==> config.mk <==
export PLATFORM = sky130hd
export DESIGN_NAME = round_robin_arbiter8
export DESIGN_NICKNAME = d
export VERILOG_FILES = /design/src/rtl/round_robin_arbiter8.sv
export SDC_FILE = /design/constraint.sdc
export NUM_CORES = 1
export LEC_CHECK = 0
export ABC_AREA = 1
export CAP_MARGIN = 20
export CORE_AREA = 3 3 52 64
export DETAILED_ROUTE_END_ITERATION = 16
export DIE_AREA = 0 0 55 67
export PLACE_DENSITY = 0.75
export SLEW_MARGIN = 25
export SYNTH_ARGS = -nofsm -noshare
export SYNTH_HDL_FRONTEND = slang
export SYNTH_SLANG_ARGS = --single-unit
==> constraint.sdc <==
create_clock -name clk -period 4.63 [get_ports clk]
set_clock_uncertainty 0.1 [all_clocks]
set_input_delay 0.463 -clock clk [delete_from_list [all_inputs] [get_ports clk]]
set_output_delay 0.463 -clock clk [all_outputs]
set_load 0.02 [all_outputs]
==> src/rtl/round_robin_arbiter8.sv <==
// round_robin_arbiter8
//   Eight-way round-robin arbiter with a programmable hold limit. The winner is
//   reported both as a 3-bit index and as a registered one-hot grant vector.
//
// Parameters:
//   MAX_HOLD  - maximum consecutive cycles a single grant may be held (1..15)
// Ports:
//   clk       - rising-edge clock
//   rst       - asynchronous active-high reset
//   en        - arbitration enable; 0 releases any grant and blocks new ones
//   req[7:0]  - request vector, bit n is requester n
//   gnt[7:0]  - registered one-hot grant (zero when no grant is active)
//   gnt_idx   - registered index of the current or last winner
//   gnt_valid - registered flag, a grant is active
module round_robin_arbiter8 #(
    parameter int unsigned MAX_HOLD = 4
) (
    input  logic       clk,
    input  logic       rst,
    input  logic       en,
    input  logic [7:0] req,
    output logic [7:0] gnt,
    output logic [2:0] gnt_idx,
    output logic       gnt_valid
);

    typedef enum logic {StIdle, StGrant} state_e;

    state_e     state_q, state_d;
    logic [2:0] ptr_q, ptr_d;
    logic [3:0] hold_cnt_q, hold_cnt_d;
    logic [2:0] gnt_idx_q, gnt_idx_d;
    logic [7:0] gnt_q, gnt_d;

    logic        release_grant;
    logic [2:0]  search_ptr;
    logic [15:0] req_dbl;
    logic [15:0] req_rot;
    logic [2:0]  win_off;
    logic [2:0]  win_idx;

    // A held grant ends when its requester drops, the hold limit is hit, or
    // arbitration is disabled.
    assign release_grant = !req[gnt_idx_q] || (hold_cnt_q == 4'(MAX_HOLD)) || !en;

    // On release the search starts just past the released requester, so it
    // is examined last and wins again only when nobody else is asking.
    always_comb begin
        search_ptr = ptr_q;
        if (state_q == StGrant && release_grant) begin
            search_ptr = gnt_idx_q + 3'd1;
        end
    end

    // Rotate so the search pointer lands on bit 0, then take the lowest set bit.
    always_comb begin
        req_dbl = {req, req};
        req_rot = req_dbl >> search_ptr;
        win_off = 3'd0;
        for (int i = 7; i >= 0; i--) begin
            if (req_rot[i]) begin
                win_off = 3'(i);
            end
        end
        win_idx = search_ptr + win_off;
    end

    // State register
    always_ff @(posedge clk or posedge rst) begin
        if (rst) begin
            state_q    <= StIdle;
            ptr_q      <= 3'd0;
            hold_cnt_q <= 4'd0;
            gnt_idx_q  <= 3'd0;
            gnt_q      <= 8'd0;
        end else begin
            state_q    <= state_d;
            ptr_q      <= ptr_d;
            hold_cnt_q <= hold_cnt_d;
            gnt_idx_q  <= gnt_idx_d;
            gnt_q      <= gnt_d;
        end
    end

    // Next-state logic
    always_comb begin
        state_d    = state_q;
        ptr_d      = ptr_q;
        hold_cnt_d = hold_cnt_q;
        gnt_idx_d  = gnt_idx_q;

        unique case (state_q)
            StIdle: begin
                if (en && (req != 8'd0)) begin
                    state_d    = StGrant;
                    gnt_idx_d  = win_idx;
                    hold_cnt_d = 4'd1;
                end
            end
            StGrant: begin
                if (release_grant) begin
                    ptr_d = gnt_idx_q + 3'd1;
                    if (en && (req != 8'd0)) begin
                        gnt_idx_d  = win_idx;
                        hold_cnt_d = 4'd1;
                    end else begin
                        state_d    = StIdle;
                        hold_cnt_d = 4'd0;
                    end
                end else begin
                    hold_cnt_d = hold_cnt_q + 4'd1;
                end
            end
            default: state_d = StIdle;
        endcase

        // Grant vector is registered alongside the index so no decode sits
        // between the flops and the datapath select.
        gnt_d = (state_d == StGrant) ? (8'd1 << gnt_idx_d) : 8'd0;
    end

    // Output logic
    always_comb begin
        gnt       = gnt_q;
        gnt_idx   = gnt_idx_q;
        gnt_valid = (state_q == StGrant);
    end

endmodule

* Word level (Yosys, flattened, before mapping) *
Cells that the tools add are included.

storage, ports and cells
  output and inout bits = 12
  flip-flop bits (word level) = 19
  word-level logic and storage cells = 44

operators by class
  add/subtract/negate cells = 3
  mux-type cells = 22
  shifts and indexed selects = 2
  $lt $le $gt $ge = 1
  reductions and logical operators = 8
  bitwise operators = 1
  equality and inequality tests = 2

operators with widths
  kind                                                                           number
  3-bit 2-to-1 mux                                                               11
  16-bit by 3-bit >> shifter with 8-bit output                                   1
  4-bit 2-to-1 mux                                                               2
  8-bit 2-to-1 mux                                                               1
  4-bit case mux with 2 select lines                                             1
  8-bit nonzero test                                                             1
  1-bit by 3-bit left shift with 8-bit output (first input constant)             1
  3-bit case mux with 2 select lines                                             1
  4-bit by 1-bit adder with 4-bit output (second input constant)                 1
  4-bit by 3-bit equality test with 1-bit output (second input constant)         1
  3-bit by 4-bit less-than comparator with 1-bit output (second input constant)  1
  1-bit 2-to-1 mux                                                               4
  3-bit by 1-bit adder with 3-bit output (second input constant)                 1
  3-bit adder                                                                    1
  1-bit binary-select mux with 3-bit select                                      1
  1-bit logical AND                                                              2
  1-bit zero test                                                                2
  1-bit logical OR                                                               2
  2-bit != test (second input constant)                                          1
  1-bit case mux with 2 select lines                                             1
  2-bit AND reduction                                                            1
  1-bit inverter                                                                 1

* Logic depth before layout (Yosys ltp) *
Gate-level depths: netlist of run 1.

  depth after elaboration = 22
  gate-level depth with buffers = 29
  mapped depth without buffers = 29

* Worst setup path after synthesis of run 1 *
Ideal clock, no wire load.

  path type = register to register
  start point = reg gnt_idx_q[0] (netlist: gnt_idx[0])
  end point = reg gnt_q[0] (netlist: gnt[0])
  slack = 1333 ps
  data required time = 4409 ps
  clock period less this slack = 3297 ps
  stages on the path, launching flop included = 27
  library setup time = 121 ps
  arrival = 3075 ps
  path buffers = 0
  cell sequence = dfrtp_1 > inv_2 > nand2_1 > nand3_1 > nand2_1 > nand2_1 > nand3_4 > nand2_4 > inv_2 > o21ai_4 > inv_4 > nand3_1 > nand2_1 > nand2_1 > nand2_1 > nand2_1 > nand2_1 > nand2_1 > nand2_1 > nand3_2 > inv_1 > fa_1 > inv_1 > o21ai_0 > inv_1 > nand3_1 > nor2_1

between the ends
  cells in the longest elaborated chain, start to end = 22
  elaborated cells between the ends (all ways) = 25
  those cells by class = add/sub: 2; shift: 2; mux: 17; reduce/logical: 4

RTL lines
  what                                           line     source
  start: declaration                             32       logic [2:0] gnt_idx_q, gnt_idx_d;
  start signal: assignment                       80       gnt_idx_q <= gnt_idx_d;
  1-bit binary-select mux with 3-bit select      44       assign release_grant = !req[gnt_idx_q] || (hold_cnt_q == 4'(MAX_HOLD)) || !en;
  1-bit 2-to-1 mux (not written as such)         44
  1-bit zero test                                44
  1-bit logical OR (2 in series)                 44
  1-bit logical AND                              50       if (state_q == StGrant && release_grant) begin
  3-bit 2-to-1 mux                               50
  16-bit by 3-bit >> shifter with 8-bit output   58       req_rot = req_dbl >> search_ptr;
  3-bit 2-to-1 mux (8 in series)                 61       if (req_rot[i]) begin
  3-bit adder                                    65       win_idx = search_ptr + win_off;
  3-bit 2-to-1 mux                               94, 103
  3-bit 2-to-1 mux                               101      if (release_grant) begin
  3-bit case mux with 2 select lines *           92       unique case (state_q)
  via gnt_idx_d[1]                               32
  1-bit by 3-bit left shift with 8-bit output *  119      gnt_d = (state_d == StGrant) ? (8'd1 << gnt_idx_d) : 8'd0;
  8-bit 2-to-1 mux *                             119
  via gnt_d[0]                                   33       logic [7:0] gnt_q, gnt_d;
  end signal: assignment                         81       gnt_q <= gnt_d;
  end: declaration                               33

The timed path passes the listed nets; every way through them passes the cells marked *. The select of a mux whose other input is x is not followed.
A chain may end at the register's enable or synchronous reset.

* Worst setup path after layout of run 1 *
  start point = in req[3]
  end point = reg gnt_q[0] (netlist: gnt[0])

between the ends
  cells in the longest elaborated chain, start to end = 22
  elaborated cells between the ends (all ways) = 27
  those cells by class = add/sub: 1; shift: 2; mux: 18; reduce/logical: 6

RTL lines
  what                                           line     source
  start: declaration                             21       input logic [7:0] req,
  1-bit binary-select mux with 3-bit select      44
  1-bit 2-to-1 mux (not written as such)         44
  1-bit zero test                                44
  1-bit logical OR (2 in series)                 44
  1-bit logical AND                              50
  3-bit 2-to-1 mux                               50
  16-bit by 3-bit >> shifter with 8-bit output   58
  3-bit 2-to-1 mux (8 in series)                 61
  3-bit adder                                    65
  3-bit 2-to-1 mux                               94, 103
  3-bit 2-to-1 mux                               101
  3-bit case mux with 2 select lines *           92
  via gnt_idx_d[1]                               32
  1-bit by 3-bit left shift with 8-bit output *  119
  8-bit 2-to-1 mux *                             119
  via gnt_d[0]                                   33

Marked as above.

==> run_results.csv, run 1 <==
group,metric,value,unit
run_status,status,"complete, no violations",
global_routing,first_global_vias,1256,
floorplan,die_area,0.00369,mm2
worst_setup_path,end_kind,"flop",
worst_setup_path,critPathArrivalTime,3.79,ns
drt,wl_per_cell,11.4,um
place,placed_area,0.00172,mm2
floorplan,start_util,52.2,%
yosys,synth_area,0.00145,mm2
yosys,syn-instance-count,212,
worst_setup_path,worstPathRequired,4.71,ns
sta,worst_slew_pin_slew,0.685,ns
yosys,ys_ff_latch,19,
layout,fin_cells,272,
power,peakVddDrop,581,uV
layout,design_area,0.00174,mm2
cts,post_cts_buffers,0,
sta,relSlewSlack,54.3,%
power,p_sw,0.704,mW
layout,synthToLayoutAreaGrowth,19.9,%
power,combPwrFrac,73.3,%
layout,final_nets,254,
cts,cts_root_buf,"clkbuf_4",
sta,timing.fmax,270,MHz
power,pwr-share-seq,20.7,%
power,power.total,1.31,mW
sta,maxSlewViolCount,0,
power,clockPowerShare,6.0,%
place,place_hpwl,2540,um
run,maxCapViolCount,0,
global_routing,grt.overflow.total,0,
cts,cts_sinks,19,
place,pre_cts_ws,0.606,ns
worst_setup_path,timing.rr.start,"gnt_idx[0]$_DFF_PP0_",
cts,clkTransAtPathRegs,0.10,ns
floorplan,die_h,67,um
floorplan,io-pin-count,23,
worst_setup_path,path_class,"primary input to flop",
floorplan,die_w,55,um
yosys,yosysTopAreaCell,"dfrtp_1",
power,p_per_area,753,mW/mm2
worst_setup_path,worstSetupStartpoint,"req[3]",
worst_setup_path,cp_max_fo,10,
floorplan,rows,21,
sta,rsz0062_at_grt,"no",
layout,layout-drive-gt1-share,10.1,%
sta,postLayoutSetupSlackWorst,0.927,ns
drt,antenna_left,0,
cts,cts_max_level,1,
drt,dr_total_vias,1375,
place,dp_cells,268,
sta,fin_crit,3.70,ns
drt,drc,0,
layout,fillers,275,
cts,cts_made_buffers,3,
sta,hold_viol_final,0,
drt,firstDrtPassIters,4,
global_routing,grt_use_total,18.9,%
worst_setup_path,crit_path_start_kind,"primary input",
power,p_int,0.607,mW
drt,viasPerCell,5.06,
yosys,synthTopCellsByArea,"dfrtp_1 (33%), nand2_1 (18%), nand3_1 (13%), inv_1 (7.2%), nor2_1 (3.9%)",
drt,drt_iter0_drc,33,
power,static-leakage-power,0.914,nW
cts,insertion_delay,0.29,ns
cts,holdBufCountCts,0,
yosys,synth_top_area_share,32.7,%
worst_hold_path,hold_class,"primary input to asynchronous set/reset pin",
power,p_sw_share,53.7,%
yosys,yosysSeqAreaShare,32.7,%
global_routing,grt_pass1_wl,5260,um
global_routing,grt_max_degree,20,
place,place_congestion,0.852,
global_routing,antenna_found_initial,0,
yosys,synth_cell_types,26,
sta,setup_violations,0,
cts,cts_resized,0,
yosys,avgSynthCellArea,6.85,um2
cts,clockBufferDepth,2,
sta,finalCritPeriodShare,80.0,%
yosys,yosys_warnings,0,
yosys,synth_nets,227,
sta,setup_tns,0,ns
drt,route.final.wire_length,3110,um
layout,antennaDiodeCount,0,
cts,cts_tree,"built",
floorplan,core_area,0.00279,mm2
place,portBuffers,22,
[stage by stage]
stage / hold WS (ns) / utilization (%)
2_1_floorplan: 0.314 / -
3_3_place_gp: 0.459 / 61.6
3_5_place_dp: 0.474 / 61.6
4_1_cts: 0.489 / 62.5
5_1_grt: 0.519 / 62.5
6_report: 0.473 / 62.5
[cells by family after synthesis]
logic type	synth area share (%)
and+or+nand+nor	45.1
buffers and inverters	8.18
DFF	32.7
AOI/OAI and AO/OA	7.58
xor gates and xnor gates	2.41
adders and majority gates	3.96
[registers in the layout, summed over array words and instances (netlist names)]
| register | cells |
|---|---|
| hold_cnt_q | 4 |
| gnt_idx | 3 |
| gnt | 8 |
| gnt_valid | 1 |
| ptr_q | 3 |
[per-layer routing]
layer | global-route usage (%) | wire (um) | share of wire, % | vias up
met4 | 4.56 | 19 | 0.61 | 0
met5 | 0 | 0 | 0 | -
met3 | 2.01 | 77 | 2.5 | 2
met2 | 33.9 | 1600 | 51 | 22
li1 | - | - | - | 725
met1 | 23.4 | 1410 | 45 | 626
[cells in the final DEF (no fill, tap or decap)]
| cell type | netlist | final |
|---|---|---|
| o21ai_2 | 1 | 1 |
| nand4_1 | 1 | 1 |
| xor2_1 | 4 | 4 |
| inv_2 | 2 | 2 |
| o21ai_4 | 2 | 2 |
| o22ai_1 | 1 | 1 |
| o21ai_0 | 4 | 4 |
| clkdlybuf4s50_1 | 0 | 22 |
| nor4_1 | 1 | 1 |
| nand2_2 | 4 | 4 |
| clkbuf_4 | 0 | 3 |
| clkbuf_1 | 0 | 1 |
| dfrtp_1 | 19 | 19 |
| nor2_2 | 2 | 2 |
| nand3_1 | 37 | 37 |
| nand3_4 | 1 | 1 |
| ha_1 | 3 | 3 |
| o21a_1 | 1 | 1 |
| fa_1 | 1 | 1 |
| nor2_1 | 15 | 15 |
| and2_1 | 1 | 1 |
| a21boi_1 | 1 | 1 |
| inv_1 | 28 | 28 |
| a31oi_2 | 1 | 1 |
| a21oi_1 | 3 | 3 |
| nand2_1 | 71 | 71 |
| nand3_2 | 4 | 4 |
| nand2_4 | 3 | 3 |
| inv_4 | 1 | 1 |
[critical path: stages]
cell and delay [ns]:
clkdlybuf4s50_1 0.54, nand2_1 0.07, nand3_1 0.09, nand2_1 0.06
nand2_1 0.09, nand3_4 0.10, nand2_4 0.14, nand2_1 0.13
o21ai_4 0.14, nand3_1 0.17, nand3_1 0.11, nand2_1 0.08
nand2_1 0.07, nand2_1 0.05, nand2_1 0.05, nand2_1 0.04
nand2_1 0.05, nand2_1 0.07, nand3_2 0.08, inv_1 0.05
fa_1 0.47, inv_1 0.03, o21ai_0 0.34, inv_1 0.10
nand3_1 0.12, nor2_1 0.04
[synth_stat cells (all sizes together)]
cell type and count:
nor2 17, nand4 1, dfrtp 19, o21ai 7, ha 3, nand3 42, fa 1, and2 1
nand2 78, a21oi 3, inv 31, xor2 4, nor4 1, a31oi 1, o21a 1, a21boi 1
o22ai 1
[worst paths after layout]
check	endpoint	slack, ns	cells past startpoint
max	gnt[0]$_DFF_PP0_	0.93	26
min	gnt[2]$_DFF_PP0_	0.47	2
max reg2reg	gnt[0]$_DFF_PP0_	1.03	26
min reg2reg	hold_cnt_q[0]$_DFFE_PP0P_	0.49	1
max in group asynchronous	ptr_q[0]$_DFFE_PP0P_	3.52	2
min in group clk	hold_cnt_q[0]$_DFFE_PP0P_	0.49	1
[final cells by class]
type	instances	area (um2)	area share (%)
tap	34	42.5	2.44
sequential	19	475	27.3
clock buffer	4	26.3	1.51
timing repair buffer	22	220	12.6
inverter	31	119	6.82
multi-input combinational	162	858	49.3
[power groups by stage]
stage,logic [mW],registers [mW],clock network [mW]
2_1_floorplan,0.703,0.310,0
3_3_place_gp,0.954,0.272,0
3_5_place_dp,0.965,0.274,0
4_1_cts,0.968,0.271,0.0813
5_1_grt,1.09,0.278,0.0902
6_report,0.961,0.271,0.0788
Note: power is estimated with default switching activity, not from simulation.
==> run 2: changes to the inputs <==
Settings changed: CORE_AREA 3 3 52 64 to 3 3 55 67, DIE_AREA 0 0 55 67 to 0 0 58 70, PLACE_DENSITY 0.75 to 0.71.
Clock period 4.63 ns to 3.3 ns, I/O delays scaled along.
==> run 2 against run 1 <==
Compared with the run above:
- the flow now finishes with violations (negative setup slack)
- clock-buffer cell count down 1
- highest routed layer unchanged
- core utilization up 10 points
- wire length increased by 32%
- critical path type is now flop to flop
- global-route usage is 1.3 points higher
- sequential power up 37%
- critical path depth fell by 1
==> run_results.csv, run 2 (synthesized netlist as in run 1, its figures left out) <==
group,metric,value,unit
drt,viasPerCell,5.08,
cts,cts_tree,"built",
power,peakVddDrop,1100,uV
worst_setup_path,end_kind,"flop",
layout,largest_reg_flops,8,
global_routing,grt_pass1_wl,6620,um
layout,fin_cells,317,
worst_setup_path,cp_max_fo,8,
worst_setup_path,critPathArrivalTime,3.49,ns
power,power.total,2.68,mW
layout,synthToLayoutAreaGrowth,54.3,%
place,portBuffers,22,
sta,setup_violations,9,
layout,final_common_cell,"nand2_1",
global_routing,antenna_found_initial,0,
run,maxCapViolCount,0,
layout,layout-drive-gt1-share,36.7,%
layout,regArea,477,um2
floorplan,rows,22,
layout,final_nets,297,
sta,hold_ws,0.329,ns
cts,clkTransAtPathRegs,0.10,ns
drt,drt_iter0_drc,105,
floorplan,die_area,0.00406,mm2
layout,multiInputGateArea,0.00101,mm2
global_routing,grt.overflow.total,0,
power,static-leakage-power,1.15,nW
sta,finalCritPeriodShare,102,%
sta,postLayoutSetupSlackWorst,-0.0534,ns
layout,post-route-util,72.7,%
global_routing,grt_max_degree,20,
floorplan,die_w,58,um
drt,wl_per_cell,12.9,um
layout,antennaDiodeCount,0,
drt,drc,0,
sta,rsz0062_at_grt,"yes",
drt,antenna_left,0,
sta,setup_tns,-0.246,ns
place,place_congestion,0.828,
sta,worst_slew_pin_slew,0.686,ns
place,place_hpwl,2860,um
sta,relSlewSlack,54.2,%
worst_setup_path,crit_path_start_kind,"flop",
floorplan,die_h,70,um
global_routing,first_global_vias,1587,
drt,dr_total_vias,1611,
layout,layout_common_cells,"nand2_1 (62), buf_4 (37), inv_1 (25), nand3_1 (23), clkdlybuf4s50_1 (22)",
sta,hold_viol_final,0,
sta,maxSlewViolCount,0,
floorplan,io-pin-count,23,
floorplan,core_area,0.00308,mm2
global_routing,grt_use_total,20.2,%
power,p_per_area,1200,mW/mm2
drt,firstDrtPassIters,4,
run_status,violations,"negative setup slack",
place,dp_cells,300,
cts,insertion_delay,0.29,ns
worst_setup_path,path_class,"flop to flop",
cts,cts_root_buf,"clkbuf_4",
sta,timing.fmax,298,MHz
drt,route.final.wire_length,4100,um
cts,cts_max_level,1,
run_status,status,"finished with violations",
cts,cts_made_buffers,3,
floorplan,start_util,47.1,%
worst_hold_path,hold_class,"primary input to asynchronous set/reset pin",
cts,clockBufferDepth,2,
cts,cts_sinks,19,
worst_setup_path,worstPathRequired,3.43,ns
layout,fillers,251,
cts,holdBufCountCts,0,
sta,fin_crit,3.35,ns
## run 2: cell count changes in the layout (fill, tap and decap cells not counted), sizes merged
| cell | before | now |
|---|---|---|
| buf | 0 | 41 |
| clkbuf | 4 | 3 |
| clkinv | 0 | 1 |
| clkinvlp | 0 | 1 |
| o21ai | 7 | 8 |
## run 2: timing repair
item                       in CTS  in global routing
pin swaps                      14                 10
buffers inserted                6                  5
gates resized for setup        20                 24
setup endpoints to repair       9                 10
gates cloned                    2                  0
## run 2: report_power, final
group          switching, mW  total, mW  internal [mW]
sequential            0.0578      0.371          0.313
combinational           1.21       2.20          0.984
clock                 0.0680      0.113         0.0451
## run 2: through the flow
stage | worst slack (ns) | cell area [um2]
2_1_floorplan | 0.00346 | 1450
3_3_place_gp | -0.306 | 1940
3_5_place_dp | -0.337 | 1940
4_1_cts | 0.00988 | 2100
5_1_grt | -0.292 | 2240
6_report | -0.0534 | 2240
## run 2: final timing paths
path                                            from  cells past startpoint  slack [ns]                        end
max                             gnt_idx[0]$_DFF_PP0_                     25       -0.05           gnt[6]$_DFF_PP0_
min                                              rst                      2        0.33           gnt[3]$_DFF_PP0_
max reg2reg                     gnt_idx[0]$_DFF_PP0_                     25       -0.05           gnt[6]$_DFF_PP0_
min reg2reg                hold_cnt_q[1]$_DFFE_PP0P_                      2        0.49  hold_cnt_q[1]$_DFFE_PP0P_
max in group asynchronous                        rst                      2        2.29       gnt_idx[0]$_DFF_PP0_
min in group clk           hold_cnt_q[1]$_DFFE_PP0P_                      2        0.49  hold_cnt_q[1]$_DFFE_PP0P_
## run 2: critical path: stages (launching register included)
cell        delay, ns
dfrtp_2          0.47
inv_2            0.10
nand2_1          0.05
nand3_1          0.07
nand2_1          0.07
nand2_2          0.07
nand3_4          0.11
nand2_8          0.15
inv_6            0.04
nand2_1          0.09
o21ai_4          0.12
buf_12           0.15
clkinvlp_4       0.09
nor2_2           0.05
a31oi_2          0.17
nand2_1          0.12
a21oi_2          0.14
nor2_2           0.06
fa_2             0.37
xor2_2           0.18
inv_1            0.05
nand2_1          0.08
nand3_2          0.09
nand2_2          0.11
nand2_4          0.07
nor2_2           0.11
## run 2: final cells by class
type	instances	share of cell area, %
Timing Repair Buffer	63	24.6
Multi-Input combinational cell	163	45.0
Timing Repair inverter	1	0.335
Clock buffer	3	1.01
Clock inverter	1	0.223
Sequential cell	19	21.3
Tap cell	36	2.01
Inverter	31	5.53
## run 2: metal layers
| metal | GRT usage (%) | up-vias | share of wire [%] |
|---|---|---|---|
| li1 | - | 813 | - |
| met1 | 24.2 | 758 | 43 |
| met2 | 36.2 | 36 | 53 |
| met3 | 1.11 | 4 | 2.5 |
| met4 | 8.76 | 0 | 1.0 |
| met5 | 0 | - | 0 |
==> run 3: changes to the inputs <==
Settings changed: CORE_AREA 3 3 55 67 to 3 3 60 62, DIE_AREA 0 0 58 70 to 0 0 63 65, PLACE_DENSITY 0.71 to 0.7.
==> run 3 against run 2 <==
Compared with the run above:
- the run still ends with negative setup slack left
- hold slack worse by 0.0035 ns
- flip-flop and latch count unchanged
- design area rose by 4.6%
- combinational power grew 6%
- via count grew 4.7%
- non-clock buffer count is 3 lower
- final cell count up 1.3%
- clock power hardly changed
- core utilization is 3.5 points higher
- critical endpoint is now gnt[5]$_DFF_PP0_
- largest cell class unchanged
==> run_results.csv, run 3 (synthesized netlist as in run 1, its figures left out) <==
group,metric,value,unit
run_status,status,"finished with violations",
run_status,violations,"negative setup slack",
sta,hold_ws,0.325,ns
global_routing,grt.overflow.total,0,
cts,insertion_delay,0.30,ns
worst_setup_path,end_kind,"flop",
cts,clkTransAtPathRegs,0.10,ns
layout,post-route-util,76.1,%
sta,maxSlewViolCount,0,
power,peakVddDrop,954,uV
place,pre_cts_ws,-0.401,ns
layout,final_nets,293,
cts,cts_tree,"built",
power,static-leakage-power,1.16,nW
cts,clockBufferDepth,2,
layout,layout-drive-gt1-share,45.8,%
floorplan,die_w,63,um
place,portBuffers,22,
drt,drc,0,
sta,relSlewSlack,53.3,%
layout,multiInputGateArea,0.00114,mm2
layout,synthToLayoutAreaGrowth,61.3,%
worst_hold_path,hold_class,"primary input to asynchronous set/reset pin",
sta,postLayoutSetupSlackWorst,-0.236,ns
layout,fillers,213,
drt,viasPerCell,5.26,
place,place_hpwl,2850,um
power,power.total,2.84,mW
floorplan,rows,20,
drt,wl_per_cell,14.7,um
worst_setup_path,crit_path_start_kind,"flop",
sta,rsz0062_at_grt,"yes",
layout,layout_common_cells,"nand2_1 (48), buf_4 (34), nand2_2 (23), inv_1 (23), clkdlybuf4s50_1 (22)",
worst_setup_path,worstPathRequired,3.44,ns
sta,worst_slew_pin_slew,0.699,ns
layout,final_common_cell,"nand2_1",
sta,setup_violations,10,
sta,fin_crit,3.54,ns
drt,dr_total_vias,1687,
cts,cts_made_buffers,3,
floorplan,io-pin-count,23,
floorplan,start_util,47.2,%
cts,cts_max_level,1,
run,maxCapViolCount,0,
power,p_sw_share,53.1,%
floorplan,die_h,65,um
layout,largest_reg_flops,8,
global_routing,grt_max_degree,20,
drt,route.final.wire_length,4710,um
power,combPwrFrac,82.4,%
place,dp_cells,304,
layout,fin_cells,321,
power,p_int,1.33,mW
power,p_per_area,1210,mW/mm2
drt,drt_iter0_drc,106,
power,pwr-share-seq,13.6,%
global_routing,grt_use_total,21.1,%
sta,hold_viol_final,0,
floorplan,die_area,0.00410,mm2
power,clockPowerShare,4.0,%
sta,timing.fmax,283,MHz
worst_setup_path,path_class,"flop to flop",
cts,cts_sinks,19,
floorplan,core_area,0.00308,mm2
global_routing,first_global_vias,1602,
layout,regArea,477,um2
global_routing,antenna_found_initial,0,
worst_setup_path,cp_max_fo,7,
sta,finalCritPeriodShare,107,%
drt,firstDrtPassIters,4,
global_routing,grt_pass1_wl,6970,um
place,place_congestion,0.900,
drt,antenna_left,0,
cts,holdBufCountCts,0,
power,p_sw,1.51,mW
layout,antennaDiodeCount,0,
cts,cts_root_buf,"clkbuf_4",
worst_setup_path,critPathArrivalTime,3.68,ns
## run 3: path summary, 6_finish.rpt
path / startpoint / endpoint / slack, ns / depth (start not counted)
setup reg to reg: gnt_idx[0]$_DFF_PP0_ / gnt[5]$_DFF_PP0_ / -0.24 / 19
hold / removal: rst / hold_cnt_q[1]$_DFFE_PP0P_ / 0.33 / 2
min in group clk: hold_cnt_q[3]$_DFFE_PP0P_ / hold_cnt_q[3]$_DFFE_PP0P_ / 0.49 / 2
max in group asynchronous: rst / gnt_idx[0]$_DFF_PP0_ / 2.29 / 2
setup / recovery: gnt_idx[0]$_DFF_PP0_ / gnt[5]$_DFF_PP0_ / -0.24 / 19
hold reg to reg: hold_cnt_q[3]$_DFFE_PP0P_ / hold_cnt_q[3]$_DFFE_PP0P_ / 0.49 / 2
## run 3: critical path: stages, from the launching register on
cell     delay, ns
dfrtp_2       0.49
buf_4         0.18
ha_1          0.34
inv_1         0.15
o21ai_4       0.28
nand3_2       0.13
nand2_1       0.08
nor2_1        0.05
a31oi_2       0.21
nand2_2       0.09
a21oi_2       0.15
nor2_2        0.07
fa_2          0.38
xor2_2        0.18
inv_1         0.07
nand2_1       0.09
nand3_2       0.11
nand2_2       0.13
nand2_4       0.09
nor2_2        0.11
## run 3: metal layers
metal / GRT usage [%] / wire length (um)
met1: 26.0 / 1900
met2: 37.7 / 2480
met3: 3.64 / 231
met4: 5.79 / 102
met5: 0 / 0
## run 3: layout make-up
| class | instances | share of cell area (%) |
|---|---|---|
| multi-input combinational | 163 | 48.5 |
| tap | 44 | 2.35 |
| sequential | 19 | 20.3 |
| inverter | 31 | 5.39 |
| clock buffer | 3 | 0.961 |
| clock inverter | 1 | 0.214 |
| timing repair buffer | 60 | 22.2 |
## run 3: metrics by stage
stage	setup TNS, ns	cell area, um2
6_report	-1.66	2340
5_1_grt	-3.23	2340
4_1_cts	-0.109	2170
3_5_place_dp	-3.33	1920
3_3_place_gp	-2.63	1920
2_1_floorplan	0	1450
## run 3: power by group through the flow
| stage | logic (mW) | registers, mW | clock network, mW |
|---|---|---|---|
| 2_1_floorplan | 0.987 | 0.435 | 0 |
| 3_3_place_gp | 1.59 | 0.375 | 0 |
| 3_5_place_dp | 1.61 | 0.374 | 0 |
| 4_1_cts | 1.92 | 0.371 | 0.118 |
| 5_1_grt | 2.52 | 0.391 | 0.134 |
| 6_report | 2.34 | 0.385 | 0.115 |
## run 3: what timing repair did
action,in CTS,in global routing
setup endpoints to repair,8,10
pin swaps,23,18
setup buffers,11,1
resized for setup,36,47
gates cloned,1,0
